## src/rtl/memory_stage_pkg.sv

```systemverilog
// Shared definitions for the memory stage: execute-bus field positions,
// stack-sequencer state encoding and operation classes.
package memory_stage_pkg;

  localparam int unsigned BUS_W      = 106;
  localparam int unsigned ADDR_W_DEF = 11;

  localparam int unsigned B_WB       = 0;
  localparam int unsigned B_MEMWRITE = 1;
  localparam int unsigned B_MEMREAD  = 2;
  localparam int unsigned B_CALL     = 3;
  localparam int unsigned B_SECOND   = 4;
  localparam int unsigned B_OUT      = 5;
  localparam int unsigned B_IN       = 6;
  localparam int unsigned B_LDD      = 7;
  localparam int unsigned B_RTI      = 8;
  localparam int unsigned B_RET      = 9;
  localparam int unsigned B_POP      = 10;
  localparam int unsigned B_PUSH     = 11;
  localparam int unsigned B_PREV     = 12;

  localparam int unsigned RDST_LSB   = 13;
  localparam int unsigned RSRCA_LSB  = 16;
  localparam int unsigned ALU_LSB    = 19;
  localparam int unsigned RSRC_LSB   = 35;
  localparam int unsigned NEXT_LSB   = 51;
  localparam int unsigned INPORT_LSB = 83;
  localparam int unsigned FLAGS_LSB  = 99;

  typedef enum logic [1:0] {IDLE, S1, S2} state_e;

  typedef enum logic [1:0] {OP_CALL, OP_RET, OP_RTI} seq_op_e;

  typedef enum logic [2:0] {
    CLS_PLAIN, CLS_STD, CLS_LDD, CLS_PUSH, CLS_POP, CLS_CALL, CLS_RET, CLS_RTI
  } op_class_e;

  function automatic int unsigned sp_reset_default(input int unsigned addr_w);
    return (32'd1 << addr_w) - 32'd1;
  endfunction

  // Resolves simultaneous control bits to a single operation by priority.
  function automatic op_class_e decode_class(
    input logic rti, input logic ret, input logic call, input logic pop,
    input logic push, input logic mem_read, input logic ldd, input logic mem_write);
    if (rti)                  return CLS_RTI;
    else if (ret)             return CLS_RET;
    else if (call)            return CLS_CALL;
    else if (pop)             return CLS_POP;
    else if (push)            return CLS_PUSH;
    else if (mem_read && ldd) return CLS_LDD;
    else if (mem_write)       return CLS_STD;
    else                      return CLS_PLAIN;
  endfunction

endpackage

```

## src/rtl/memory_stage_stack_sequencer.sv

```systemverilog
// Stack pointer and CALL/RET/RTI sequencing FSM; assembles the return
// address and restored flags from words read off the stack.
module memory_stage_stack_sequencer
  import memory_stage_pkg::*;
#(
  parameter int unsigned ADDR_W   = ADDR_W_DEF,
  parameter int unsigned SP_RESET = sp_reset_default(ADDR_W)
) (
  input  logic              clk,
  input  logic              reset,
  input  op_class_e         cls,
  input  logic [15:0]       rdata,
  output state_e            state,
  output seq_op_e           op,
  output logic [ADDR_W-1:0] sp,
  output logic              stall_c,
  output logic              pc_load,
  output logic [31:0]       pc_value,
  output logic              flags_load,
  output logic [2:0]        flags_val
);

  state_e            state_n;
  seq_op_e           op_n;
  logic [ADDR_W-1:0] sp_n;
  logic [15:0]       lo, lo_n, hi, hi_n;
  logic              pc_load_n, flags_load_n;
  logic [31:0]       pc_value_n;
  logic [2:0]        flags_val_n;

  always_ff @(posedge clk) begin
    if (reset) begin
      state      <= IDLE;
      op         <= OP_CALL;
      sp         <= ADDR_W'(SP_RESET);
      lo         <= 16'h0000;
      hi         <= 16'h0000;
      pc_load    <= 1'b0;
      pc_value   <= 32'h0000_0000;
      flags_load <= 1'b0;
      flags_val  <= 3'b000;
    end else begin
      state      <= state_n;
      op         <= op_n;
      sp         <= sp_n;
      lo         <= lo_n;
      hi         <= hi_n;
      pc_load    <= pc_load_n;
      pc_value   <= pc_value_n;
      flags_load <= flags_load_n;
      flags_val  <= flags_val_n;
    end
  end

  // Next state, SP update and return-value assembly; stall marks non-final cycles.
  always_comb begin
    state_n      = state;
    op_n         = op;
    sp_n         = sp;
    lo_n         = lo;
    hi_n         = hi;
    pc_load_n    = 1'b0;
    pc_value_n   = pc_value;
    flags_load_n = 1'b0;
    flags_val_n  = flags_val;
    stall_c      = 1'b0;
    case (state)
      IDLE: begin
        case (cls)
          CLS_RTI: begin
            op_n = OP_RTI; lo_n = rdata; stall_c = 1'b1; state_n = S1;
          end
          CLS_RET: begin
            op_n = OP_RET; lo_n = rdata; stall_c = 1'b1; state_n = S1;
          end
          CLS_CALL: begin
            op_n = OP_CALL; stall_c = 1'b1; state_n = S1;
          end
          CLS_POP:  sp_n = sp + ADDR_W'(1);
          CLS_PUSH: sp_n = sp - ADDR_W'(1);
          default: ;
        endcase
      end
      S1: begin
        case (op)
          OP_CALL: begin
            sp_n    = sp - ADDR_W'(2);
            state_n = IDLE;
          end
          OP_RET: begin
            pc_value_n = {rdata, lo};
            pc_load_n  = 1'b1;
            sp_n       = sp + ADDR_W'(2);
            state_n    = IDLE;
          end
          OP_RTI: begin
            hi_n    = rdata;
            stall_c = 1'b1;
            state_n = S2;
          end
          default: state_n = IDLE;
        endcase
      end
      S2: begin
        flags_val_n  = rdata[2:0];
        pc_value_n   = {hi, lo};
        flags_load_n = 1'b1;
        pc_load_n    = 1'b1;
        sp_n         = sp + ADDR_W'(3);
        state_n      = IDLE;
      end
      default: state_n = IDLE;
    endcase
  end

endmodule

```

## src/rtl/memory_stage.sv

```systemverilog
// Memory pipeline stage: data-memory access muxing, stack operations via the
// sequencer, and the registered MEM/WB bundle and output port.
module memory_stage
  import memory_stage_pkg::*;
#(
  parameter int unsigned ADDR_W   = ADDR_W_DEF,
  parameter int unsigned SP_RESET = sp_reset_default(ADDR_W)
) (
  input  logic              CLK,
  input  logic              Reset,
  input  logic [BUS_W-1:0]  In,
  output logic              Stall,
  output logic [ADDR_W-1:0] DMemAddr,
  output logic [15:0]       DMemWData,
  output logic              DMemWE,
  input  logic [15:0]       DMemRData,
  output logic              WbEn,
  output logic [2:0]        WbAddr,
  output logic [15:0]       WbVal,
  output logic [19:0]       FwdMem,
  output logic [15:0]       OutPort,
  output logic              PcLoad,
  output logic [31:0]       PcValue,
  output logic              FlagsLoad,
  output logic [2:0]        FlagsVal
);

  logic [15:0]       alu, rsrc, inport, wb_val_c;
  logic [31:0]       next_addr;
  logic [2:0]        rdst;
  logic              we_c;
  logic              unused_bits;
  op_class_e         cls;
  state_e            state;
  seq_op_e           op;
  logic [ADDR_W-1:0] sp;

  assign alu       = In[ALU_LSB +: 16];
  assign rsrc      = In[RSRC_LSB +: 16];
  assign inport    = In[INPORT_LSB +: 16];
  assign next_addr = In[NEXT_LSB +: 32];
  assign rdst      = In[RDST_LSB +: 3];
  assign unused_bits = ^{In[BUS_W-1:FLAGS_LSB], In[RSRCA_LSB +: 3], In[B_PREV], In[B_SECOND]};

  assign cls = decode_class(In[B_RTI], In[B_RET], In[B_CALL], In[B_POP], In[B_PUSH],
                            In[B_MEMREAD], In[B_LDD], In[B_MEMWRITE]);

  memory_stage_stack_sequencer #(
    .ADDR_W  (ADDR_W),
    .SP_RESET(SP_RESET)
  ) u_seq (
    .clk       (CLK),
    .reset     (Reset),
    .cls       (cls),
    .rdata     (DMemRData),
    .state     (state),
    .op        (op),
    .sp        (sp),
    .stall_c   (Stall),
    .pc_load   (PcLoad),
    .pc_value  (PcValue),
    .flags_load(FlagsLoad),
    .flags_val (FlagsVal)
  );

  // Address/data selection for the current cycle of the active operation.
  always_comb begin
    DMemAddr  = alu[ADDR_W-1:0];
    DMemWData = rsrc;
    we_c      = 1'b0;
    case (state)
      IDLE: begin
        case (cls)
          CLS_RTI, CLS_RET, CLS_POP: DMemAddr = sp + ADDR_W'(1);
          CLS_CALL: begin
            DMemAddr  = sp;
            DMemWData = next_addr[31:16];
            we_c      = 1'b1;
          end
          CLS_PUSH: begin
            DMemAddr = sp;
            we_c     = 1'b1;
          end
          CLS_STD: we_c = 1'b1;
          default: ;
        endcase
      end
      S1: begin
        if (op == OP_CALL) begin
          DMemAddr  = sp - ADDR_W'(1);
          DMemWData = next_addr[15:0];
          we_c      = 1'b1;
        end else begin
          DMemAddr = sp + ADDR_W'(2);
        end
      end
      S2:      DMemAddr = sp + ADDR_W'(3);
      default: ;
    endcase
  end

  // Writes are suppressed while reset is held so a reset mid-sequence leaves memory alone.
  assign DMemWE = we_c & ~Reset;

  always_comb begin
    wb_val_c = alu;
    if (state == IDLE) begin
      if (cls == CLS_POP || cls == CLS_LDD)   wb_val_c = DMemRData;
      else if (cls == CLS_PLAIN && In[B_IN]) wb_val_c = inport;
    end
  end

  always_ff @(posedge CLK) begin
    if (Reset) begin
      WbEn    <= 1'b0;
      WbAddr  <= 3'd0;
      WbVal   <= 16'h0000;
      OutPort <= 16'h0000;
    end else begin
      WbEn <= In[B_WB] & ~Stall;
      if (!Stall) begin
        WbAddr <= rdst;
        WbVal  <= wb_val_c;
      end
      if (state == IDLE && cls == CLS_PLAIN && In[B_OUT]) OutPort <= alu;
    end
  end

  assign FwdMem = {WbEn, WbAddr, WbVal};

endmodule

```

## config.mk

```make
export PLATFORM = sky130hd
export DESIGN_NAME = memory_stage
export DESIGN_NICKNAME = d
export VERILOG_FILES = /design/src/rtl/memory_stage_pkg.sv /design/src/rtl/memory_stage_stack_sequencer.sv /design/src/rtl/memory_stage.sv
export SDC_FILE = /design/constraint.sdc
export NUM_CORES = 1
export LEC_CHECK = 0
export ABC_AREA = 1
export CORE_MARGIN = 5
export CORE_UTILIZATION = 23
export DETAILED_ROUTE_END_ITERATION = 10
export MAX_ROUTING_LAYER = met4
export PLACE_DENSITY = 0.53
export REMOVE_ABC_BUFFERS = 1
export SETUP_SLACK_MARGIN = 0.4
export SLEW_MARGIN = 20
export SYNTH_ARGS = -nofsm -noshare
export SYNTH_HDL_FRONTEND = slang
export SYNTH_SLANG_ARGS = --single-unit
```

## constraint.sdc

```tcl
create_clock -name CLK -period 2.75 [get_ports CLK]
set_input_delay 0.55 -clock CLK [delete_from_list [all_inputs] [get_ports CLK]]
set_output_delay 0.55 -clock CLK [all_outputs]
set_load 0.05 [all_outputs]
```

After elaboration in Yosys (flattened, before gate mapping) --
Index checks and enable logic that the tools add are counted.
Cells by class: $add $sub $neg 5, eq/ne operators 15, muxes and demuxes 34, bitwise operators 4, reductions and logical operators 21
Operators by type and width (count):
- $mux W16 | 5
- $pmux W11 S2 | 3
- $pmux W11 S3 | 2
- $pmux W32 S2 | 1
- $mux W32 | 1
- $pmux W16 S2 | 1
- $add A11 B2 Y11 const B | 2
- $eq A3 B3 Y1 const B | 4
- $mux W3 | 4
- $add A11 B1 Y11 const B | 1
- $mux W11 | 1
- $sub A11 B1 Y11 const B | 1
- $sub A11 B2 Y11 const B | 1
- $reduce_or A3 Y1 | 3
- $mux W2 | 4
- $reduce_and A2 Y1 | 4
- $mux W1 | 7
- $eq A3 B2 Y1 const B | 2
- $pmux W1 S2 | 3
- $pmux W2 S3 | 1
- $reduce_bool A3 Y1 | 2
- $eq A2 B1 Y1 const B | 2
- $eq A2 B2 Y1 const B | 2
- $logic_and A1 B1 Y1 | 4
- other kinds (13) | 18
Word-level totals: flip-flop bits (word level) 120, input port bits 124, output and inout port bits 122, logic and storage cells 92

Longest topological paths before layout --
Gate-level depths: netlist of the first run.
depth after elaboration 13, mapped depth 14, gate-level depth less buffers 14

Modules after synthesis --
From an unflattened synthesis of the first run, not the netlist that was laid out.
Second synthesis, totals: cell total of the unflattened synthesis 1337, area, all modules 8310.5 um^2
By module, submodules not included:
- memory_stage | times used 1, cells each 767, area an instance 4192.8 um^2, seq. area each 720.7 um^2
- memory_stage_stack_sequencer | times used 1, cells each 570, area an instance 4117.7 um^2, seq. area each 1681.6 um^2

Worst setup path before layout of the first run --
Ideal clock, no wire load.
kind input-to-output, from in In[8], to out DMemWData[0], arrival 2.445 ns, required time 2.200 ns, setup slack -0.245 ns, cell stages on the path 9, buffers on the path 0, path through nor2_4 > inv_2 > a21oi_4 > inv_2 > nor2_4 > nand2_2 > clkinv_2 > o21ai_0 > o21ai_0
Between the ends: cells in the longest elaborated chain, start to end 4
Ends and longest elaborated chain:
- from (decl) | RTL line memory_stage.sv:11 | input logic [BUS_W-1:0] In,
- $mux W3 | RTL line memory_stage_pkg.sv:46 | if (rti) return CLS_RTI;
- $eq A3 B3 Y1 | RTL line memory_stage.sv:73 | case (cls)
- $mux W16 | RTL line memory_stage.sv:73
- $pmux W16 S2 | RTL line memory_stage.sv:71 | case (state)
- to (decl) | RTL line memory_stage.sv:14 | output logic [15:0] DMemWData,
No other way between the ends.

Worst setup path in the final report of the first run --
from reg u_seq.sp[1], to out DMemAddr[7]
Between the ends: cells in the longest elaborated chain, start to end 3, elaborated cells between the ends (all ways) 7, those cells by class 4 x add/sub; 3 x mux
Ends and longest elaborated chain:
- from (decl) | RTL line memory_stage_stack_sequencer.sv:15 | output logic [ADDR_W-1:0] sp,
- from (signal assigned) | RTL line memory_stage_stack_sequencer.sv:35 | sp <= ADDR_W'(SP_RESET);
- from (signal assigned) | RTL line memory_stage_stack_sequencer.sv:45 | sp <= sp_n;
- $add A11 B1 Y11 (tied with other cells) | RTL line memory_stage.sv:74 | CLS_RTI, CLS_RET, CLS_POP: DMemAddr = sp + ADDR_W'(1);
- $pmux W11 S2 or $mux W11 (tied branches) | RTL line memory_stage.sv:73, memory_stage.sv:89
- $pmux W11 S3 (*) | RTL line memory_stage.sv:71
- to (decl) | RTL line memory_stage.sv:13 | output logic [ADDR_W-1:0] DMemAddr,
Every way passes the cells marked *; elsewhere a longest branch is shown, timed or not.

==> reports/metrics.cfg, run 1 <==
[synth]
yosysUniqueCellTypes=40
synth_seq_cells=120
yosysTopAreaCell=dfxtp_1
netlist_area_um2=7626
syn_avg_cell_area_um2=6.376
synthArstFlopShare_pct=0
synth_edf_count=0
synth-seq-area-share_pct=31.50
synthAdderAreaFrac_pct=1.641
syn_inst=1196
synth_xor_area_share_pct=0.8039
synth_top_family_by_area=simple AND/OR/NAND/NOR gates
yosys_warnings=0
synth_compound_area_share_pct=23.46
synth_area_leaders=dfxtp_1, nand2_1, o21ai_0, nor2_1, a21oi_1
synth-simple-area-share_pct=30.62
yosysTopAreaCellShare_pct=31.50
synthFlopType=dfxtp_1
synth.area.mux_share_pct=0

[clocking]
cts_buffers=17
holdBufCountCts=0
cts_tree=done
cts.sinks=120
cts_root_buf=clkbuf_16
clkLatencyLatePin_ns=0.44
path_clk_slew_ns=0.06
clockBufferDepth=2
ctsHtreeMaxLevel=4

[setup_path]
crit_path_max_fanout=5
slowest_delay_ns=0.41
cp_top_family=simple AND/OR/NAND/NOR gates
cp_num_cells=11
endpoint_kind=primary output
cp.required_ns=2.20
critPathArrivalTime_ns=2.22
worstRegToRegCells=22
cp_num_buf_inv=2
crit_type=reg -> out
path_cells=ha_4 > buf_4 > a21oi_2 > nor2_4 > nand2_2 > o21ai_2 > nand3_2 > nand2_2 > nor2_1 > a21oi_2 > buf_12
slowest_stage=dfxtp_4
start_kind=flop

[outcome]
violations=setup timing
run_status=finished with violations

[power_and_ir_drop]
ir_drop_uv=466.7
total_leakage_power_uw=0.005912
pwr_density_cell_nw_per_um2=654.0

[place]
place_congestion=0.9694
placed_area_um2=11220
dpl.cell_count=1888
port_buffers=233
dpl.hpwl_mm=24.78

[timing]
rsz0062_at_grt=true
holdWs_ns=0.4426
drv_slew=0
relSlewSlack_pct=58.05
layout_min_cycle_time_ns=2.767
timing_hold_violations_final=0
fin_crit_sh_pct=100.6
finalSetupViolations=1
max_freq_mhz=361.4
layout_setup_ws_ns=-0.01701
setup_tns_ns=-0.01701
worst_slew_pin_slew_ns=0.6293
finClkSkew_ns=0.009745

[cells_and_area]
area_delta_synth_final_pct=80.93
stdcell_area_um2=13800
mostFrequentLayoutCells=nand2_1, clkdlybuf4s50_1, buf_4, o21ai_0, dfxtp_1
multiInputGateArea_um2=5243
post-route-util_pct=42.30
fin_cells=2017
layout-drive-gt1-share_pct=32.91
final_nets=1695
nFillCells=3314
seq_area_um2=2444
final_common_cell=nand2_1

[global_route]
grt_max_degree=71
grt_util_all_layers_pct=19.34
grt_pass1_wl_mm=53.61
grt_pass1_vias=9419
antenna_found_initial=0
overflow=0

[floorplanning]
rows=66
core_um2=32620
initial_utilization_pct=23.38
die_h_um=192.1
pin_count=246
die_area_um2=36900
dieWidth_um=192.1

[run]
drv_cap=0

[hold_path]
min_path_type=reg -> reg
min_path_cells=2

[routing]
avgViaCountPerCell=4.759
ant_nets=0
drt-initial-drc-count=463
vias=9598
wl_per_cell_um=17.62
drcViolationCount=0
wirelength_mm=35.54
dr.pass1.iters=5

per-stage QoR:
step / setup WS (ns) / power, µW
floorplan: -0.6238 / 4083
global placement: -0.3916 / 5834
detailed placement: -0.4015 / 5851
CTS: -0.02885 / 8839
global route: -0.1190 / 9462
finish: -0.01701 / 9023
cell families (layout without fill, tap and decap cells):
logic type,Yosys count,in the layout
buffers and inverters,197,574
AOI/OAI and AO/OA,330,331
adders and majority gates,10,10
and+or+nand+nor,532,532
xor gates and xnor gates,7,7
other,0,1
DFF,120,120
repair_timing:
item / in CTS / in global routing
setup buffers: 70 / 21
pin swaps: 61 / 70
resized for setup: 261 / 108
gates cloned: 5 / 0
endpoints found under the setup margin: 49 / 32
cell type report:
cell class | count | area share (%)
antenna | 1 | 0.01814
clock buffer | 21 | 3.337
clock inverter | 11 | 1.061
inverter | 105 | 3.192
multi-input combinational | 880 | 37.99
sequential | 120 | 17.71
tap | 442 | 4.008
timing repair buffer | 436 | 32.64
timing repair inverter | 1 | 0.03627
cells in the mapped netlist (2+ instances only):
cell type,number
clkbuf_1,35
xor2_1,7
inv_2,11
nor3_1,2
nand2_2,5
buf_4,24
nor2_2,16
clkinv_1,3
nor2_4,10
nand4_1,18
o21ai_0,141
a22oi_1,18
o211ai_1,6
ha_1,10
nor2_1,134
nand2_1,252
buf_1,2
inv_1,90
a21oi_1,94
a21oi_2,4
a211oi_1,3
dfxtp_1,120
buf_6,7
o21ai_2,2
nand3_2,3
o21ai_1,39
buf_2,24
a31oi_1,18
nand3_1,87
state kept, by name (all words and copies together), names as in the netlist:
signal            cells
u_seq.sp             11
OutPort              16
WbVal                16
u_seq.pc_load         1
u_seq.flags_val       3
WbEn                  1
u_seq.op              2
u_seq.lo             16
WbAddr                3
u_seq.pc_value       32
u_seq.hi             16
u_seq.flags_load      1
u_seq.state           2
where the power goes:
group	internal, µW	total (µW)	switching [µW]
combinational	1960	4610	2640
sequential	1920	2080	155
clock	1470	2340	868
total	5360	9020	3670
routing by layer:
metal | up-vias | global-route usage [%] | wire length [µm]
li1 | 4702 | - | -
met1 | 4489 | 24.37 | 15640
met2 | 363 | 30.11 | 16230
met3 | 44 | 5.907 | 2919
met4 | 0 | 5.403 | 748
met5 | - | - | 0
final timing paths:
check	from	end	slack (ns)
max	u_seq.sp[1]	DMemAddr[7]	-0.02
min	OutPort[9]	OutPort[9]	0.44
max reg2reg	u_seq.sp[2]	u_seq.sp[5]	0.02
min reg2reg	OutPort[9]	OutPort[9]	0.44
worst reg2reg max path: stages, from the launching register on:
cell     delay [ns]
dfxtp_4        0.37
buf_6          0.13
inv_6          0.06
ha_4           0.13
nand2_2        0.06
buf_6          0.13
o21ai_1        0.10
nand2_1        0.09
buf_4          0.14
buf_4          0.12
buf_4          0.12
buf_4          0.12
buf_4          0.12
buf_4          0.12
buf_4          0.12
buf_4          0.12
buf_4          0.12
buf_4          0.12
nand4_1        0.07
nand3_1        0.09
nand2_2        0.11
nand2_1        0.05
nand3_1        0.05
No activity file was read; power rests on OpenSTA's default activity.
==> inputs of run 2 (changes only) <==
CAP_MARGIN = 20   (was not set)
clock period = 3.1 ns   (was 2.75 ns; I/O delays follow)
==> run 2 against run 1 <==
  * The flow now finishes without violations
  * Clock-buffer cell count is 1 lower
  * Non-clock buffer count decreased by 59
  * Worst hold slack hardly changed
  * Critical path depth rose by 1
  * Final cell count is 3.0% lower
  * Core utilization down 2.0 points
  * Largest power group unchanged
==> reports/metrics.cfg, run 2 (same netlist as run 1, synthesis figures left out) <==
[outcome]
run_status=completed  ; was finished with violations

[global_route]
grt_util_all_layers_pct=18.57  ; was 19.34%
overflow=0  ; unchanged
antenna_found_initial=1  ; was 0
grt_max_degree=118  ; was 71
grt_pass1_wl_mm=51.69  ; was 53.61 mm
grt_pass1_vias=9138  ; was 9419

[cells_and_area]
regMostFlops=u_seq.pc_value  ; unchanged
multiInputGateArea_um2=5129  ; was 5243 µm²
final_nets=1636  ; was 1695
seq_area_um2=2425  ; was 2444 µm²
area_delta_synth_final_pct=72.53  ; was 80.93%
stdcell_area_um2=13160  ; was 13800 µm²
fin_cells=1957  ; was 2017
nFillCells=3349  ; was 3314
final_common_cell=nand2_1  ; unchanged
layout-drive-gt1-share_pct=27.68  ; was 32.91%
largest_reg_flops=32  ; unchanged
mostFrequentLayoutCells=nand2_1, clkdlybuf4s50_1, o21ai_0, dfxtp_1, nor2_1  ; was nand2_1, clkdlybuf4s50_1, buf_4, o21ai_0, dfxtp_1

[power_and_ir_drop]
ir_drop_uv=435.5  ; was 466.7 µV
pwr-share-comb_pct=48.5  ; was 51.0%
power.net_switching_uw=3163  ; was 3667 µW
pwr_density_cell_nw_per_um2=582.5  ; was 654.0 nW/µm²
switching_share_pct=41.26  ; was 40.64%
total_leakage_power_uw=0.005602  ; was 0.005912 µW
p_int_uw=4502  ; was 5356 µW
clockPowerShare_pct=27.4  ; was 25.9%
p_total_uw=7664  ; was 9023 µW
seqPwrFrac_pct=24.1  ; was 23.0%

[place]
port_buffers=233  ; unchanged
placed_area_um2=10900  ; was 11220 µm²
place_ws_ns=-0.2046  ; was -0.4015 ns
dpl.hpwl_mm=23.98  ; was 24.78 mm
place_congestion=0.9271  ; was 0.9694
dpl.cell_count=1851  ; was 1888

[timing]
drv_slew=0  ; unchanged
rsz0062_at_grt=true  ; unchanged
layout_setup_ws_ns=0.2003  ; was -0.01701 ns
max_freq_mhz=344.9
finClkSkew_ns=0.006172  ; was 0.009745 ns
layout_min_cycle_time_ns=2.900
worst_slew_pin_slew_ns=0.5552  ; was 0.6293 ns
fin_crit_sh_pct=93.54
finalSetupViolations=0  ; was 1
holdWs_ns=0.4427  ; was 0.4426 ns
relSlewSlack_pct=62.87  ; was 58.05%
timing_hold_violations_final=0  ; unchanged

[floorplanning]
dieWidth_um=192.1  ; unchanged
pin_count=246  ; unchanged
die_area_um2=36900  ; unchanged
initial_utilization_pct=23.38  ; unchanged
die_h_um=192.1  ; unchanged
rows=66  ; unchanged
core_um2=32620  ; unchanged

[routing]
ant_nets=0  ; unchanged
avgViaCountPerCell=4.784  ; was 4.759
wl_per_cell_um=18.15  ; was 17.62 µm
drcViolationCount=0  ; unchanged
drt-initial-drc-count=529  ; was 463
wirelength_mm=35.52  ; was 35.54 mm
vias=9362  ; was 9598
dr.pass1.iters=5  ; unchanged

[setup_path]
start_kind=flop  ; unchanged
cp.required_ns=2.48  ; was 2.20 ns
crit_path_max_fanout=5  ; unchanged
crit_type=reg -> out  ; unchanged
worstRegToRegCells=10  ; was 22
slowest_stage=dfxtp_4  ; unchanged
critPathArrivalTime_ns=2.28  ; was 2.22 ns
path_cells=clkinv_4 > buf_8 > ha_4 > a21oi_4 > nor2_4 > nand2_2 > nand2_2 > nand3_2 > o2111a_2 > a21oi_2 > buf_4 > buf_12  ; was ha_4 > buf_4 > a21oi_2 > nor2_4 > nand2_2 > o21ai_2 > nand3_2 > nand2_2 > nor2_1 > a21oi_2 > buf_12
endpoint_kind=primary output  ; unchanged
critPathMostFrequentCell=nand2_2
slowest_delay_ns=0.41  ; about the same

[clocking]
clockBufferDepth=2  ; unchanged
cts_root_buf=clkbuf_16  ; unchanged
holdBufCountCts=0  ; unchanged
cts_tree=done  ; unchanged
path_clk_slew_ns=0.06  ; about the same
ctsHtreeMaxLevel=4  ; unchanged
cts_buffers=17  ; unchanged
cts.sinks=120  ; unchanged
clkLatencyLatePin_ns=0.42  ; was 0.44 ns

[hold_path]
min_path_type=reg -> reg  ; unchanged
min_path_cells=2  ; unchanged

[run]
drv_cap=0  ; unchanged

run 2: cell types whose count changed in the layout (fill, tap and decap cells not counted), moves of 4 or more:
cell	before	now
a22oi_2	18	2
nand2_1	218	226
a22oi_1	0	16
nor2_1	101	108
nor2_2	30	22
dfxtp_4	10	5
nand2_2	25	15
buf_6	26	32
clkbuf_16	17	24
inv_1	76	80
dfxtp_1	107	112
buf_12	44	32
buf_4	159	97
run 2: final timing paths:
| kind | startpoint | endpoint | slack, ns |
|---|---|---|---|
| min | OutPort[2] | OutPort[2] | 0.44 |
| max reg2reg | u_seq.state[0] | u_seq.pc_value[11] | 0.79 |
| min reg2reg | OutPort[2] | OutPort[2] | 0.44 |
| max | u_seq.sp[1] | DMemAddr[5] | 0.20 |
run 2: power groups by stage:
stage | logic [µW] | clock network, µW | registers (µW)
after floorplan | 1340 | 0 | 2280
after global placement | 3200 | 0 | 1860
after detailed placement | 3210 | 0 | 1860
after CTS | 3480 | 2140 | 1840
after global routing | 3960 | 2220 | 1870
final | 3710 | 2100 | 1850
run 2: metal layers:
layer	share of wire, %	track usage, %	vias to the layer above
met1	44	23.41	4404
li1	-	-	4572
met2	46	29.76	357
met4	1.1	4.196	0
met5	0	-	-
met3	8.5	5.180	29
run 2: layout make-up:
type	instances	share of cell area (%)
multi-input combinational	881	38.98
timing repair buffer	377	30.51
sequential	120	18.43
tap	442	4.203
clock buffer	20	3.471
inverter	105	3.271
clock inverter	11	1.122
antenna	1	0.01902
run 2: per-stage QoR:
| stage | setup TNS, ns | util [%] |
|---|---|---|
| 4_1_cts | 0 | 37.81 |
| 3_5_place_dp | -2.224 | 33.41 |
| 2_1_floorplan | -5.519 | - |
| 3_3_place_gp | -2.118 | 33.41 |
| 5_1_grt | 0 | 40.34 |
| 6_report | 0 | 40.34 |
run 2: timing repair:
| item | CTS | global route |
|---|---|---|
| endpoints found under the setup margin | 29 | 44 |
| setup buffers | 49 | 20 |
| pin swaps | 40 | 57 |
| resized for setup | 174 | 161 |
| cloned | 2 | 3 |
run 2: worst max-delay path, delay by kind of cell (launching register included):
| kind | cells | cell delay [ns] |
|---|---|---|
| AND/OR/NAND/NOR | 4 | 0.28 |
| adder cells (fa/ha/maj) | 1 | 0.16 |
| buffers and inverters | 4 | 0.51 |
| AO/OA/AOI/OAI | 3 | 0.49 |
| flip-flops | 1 | 0.41 |
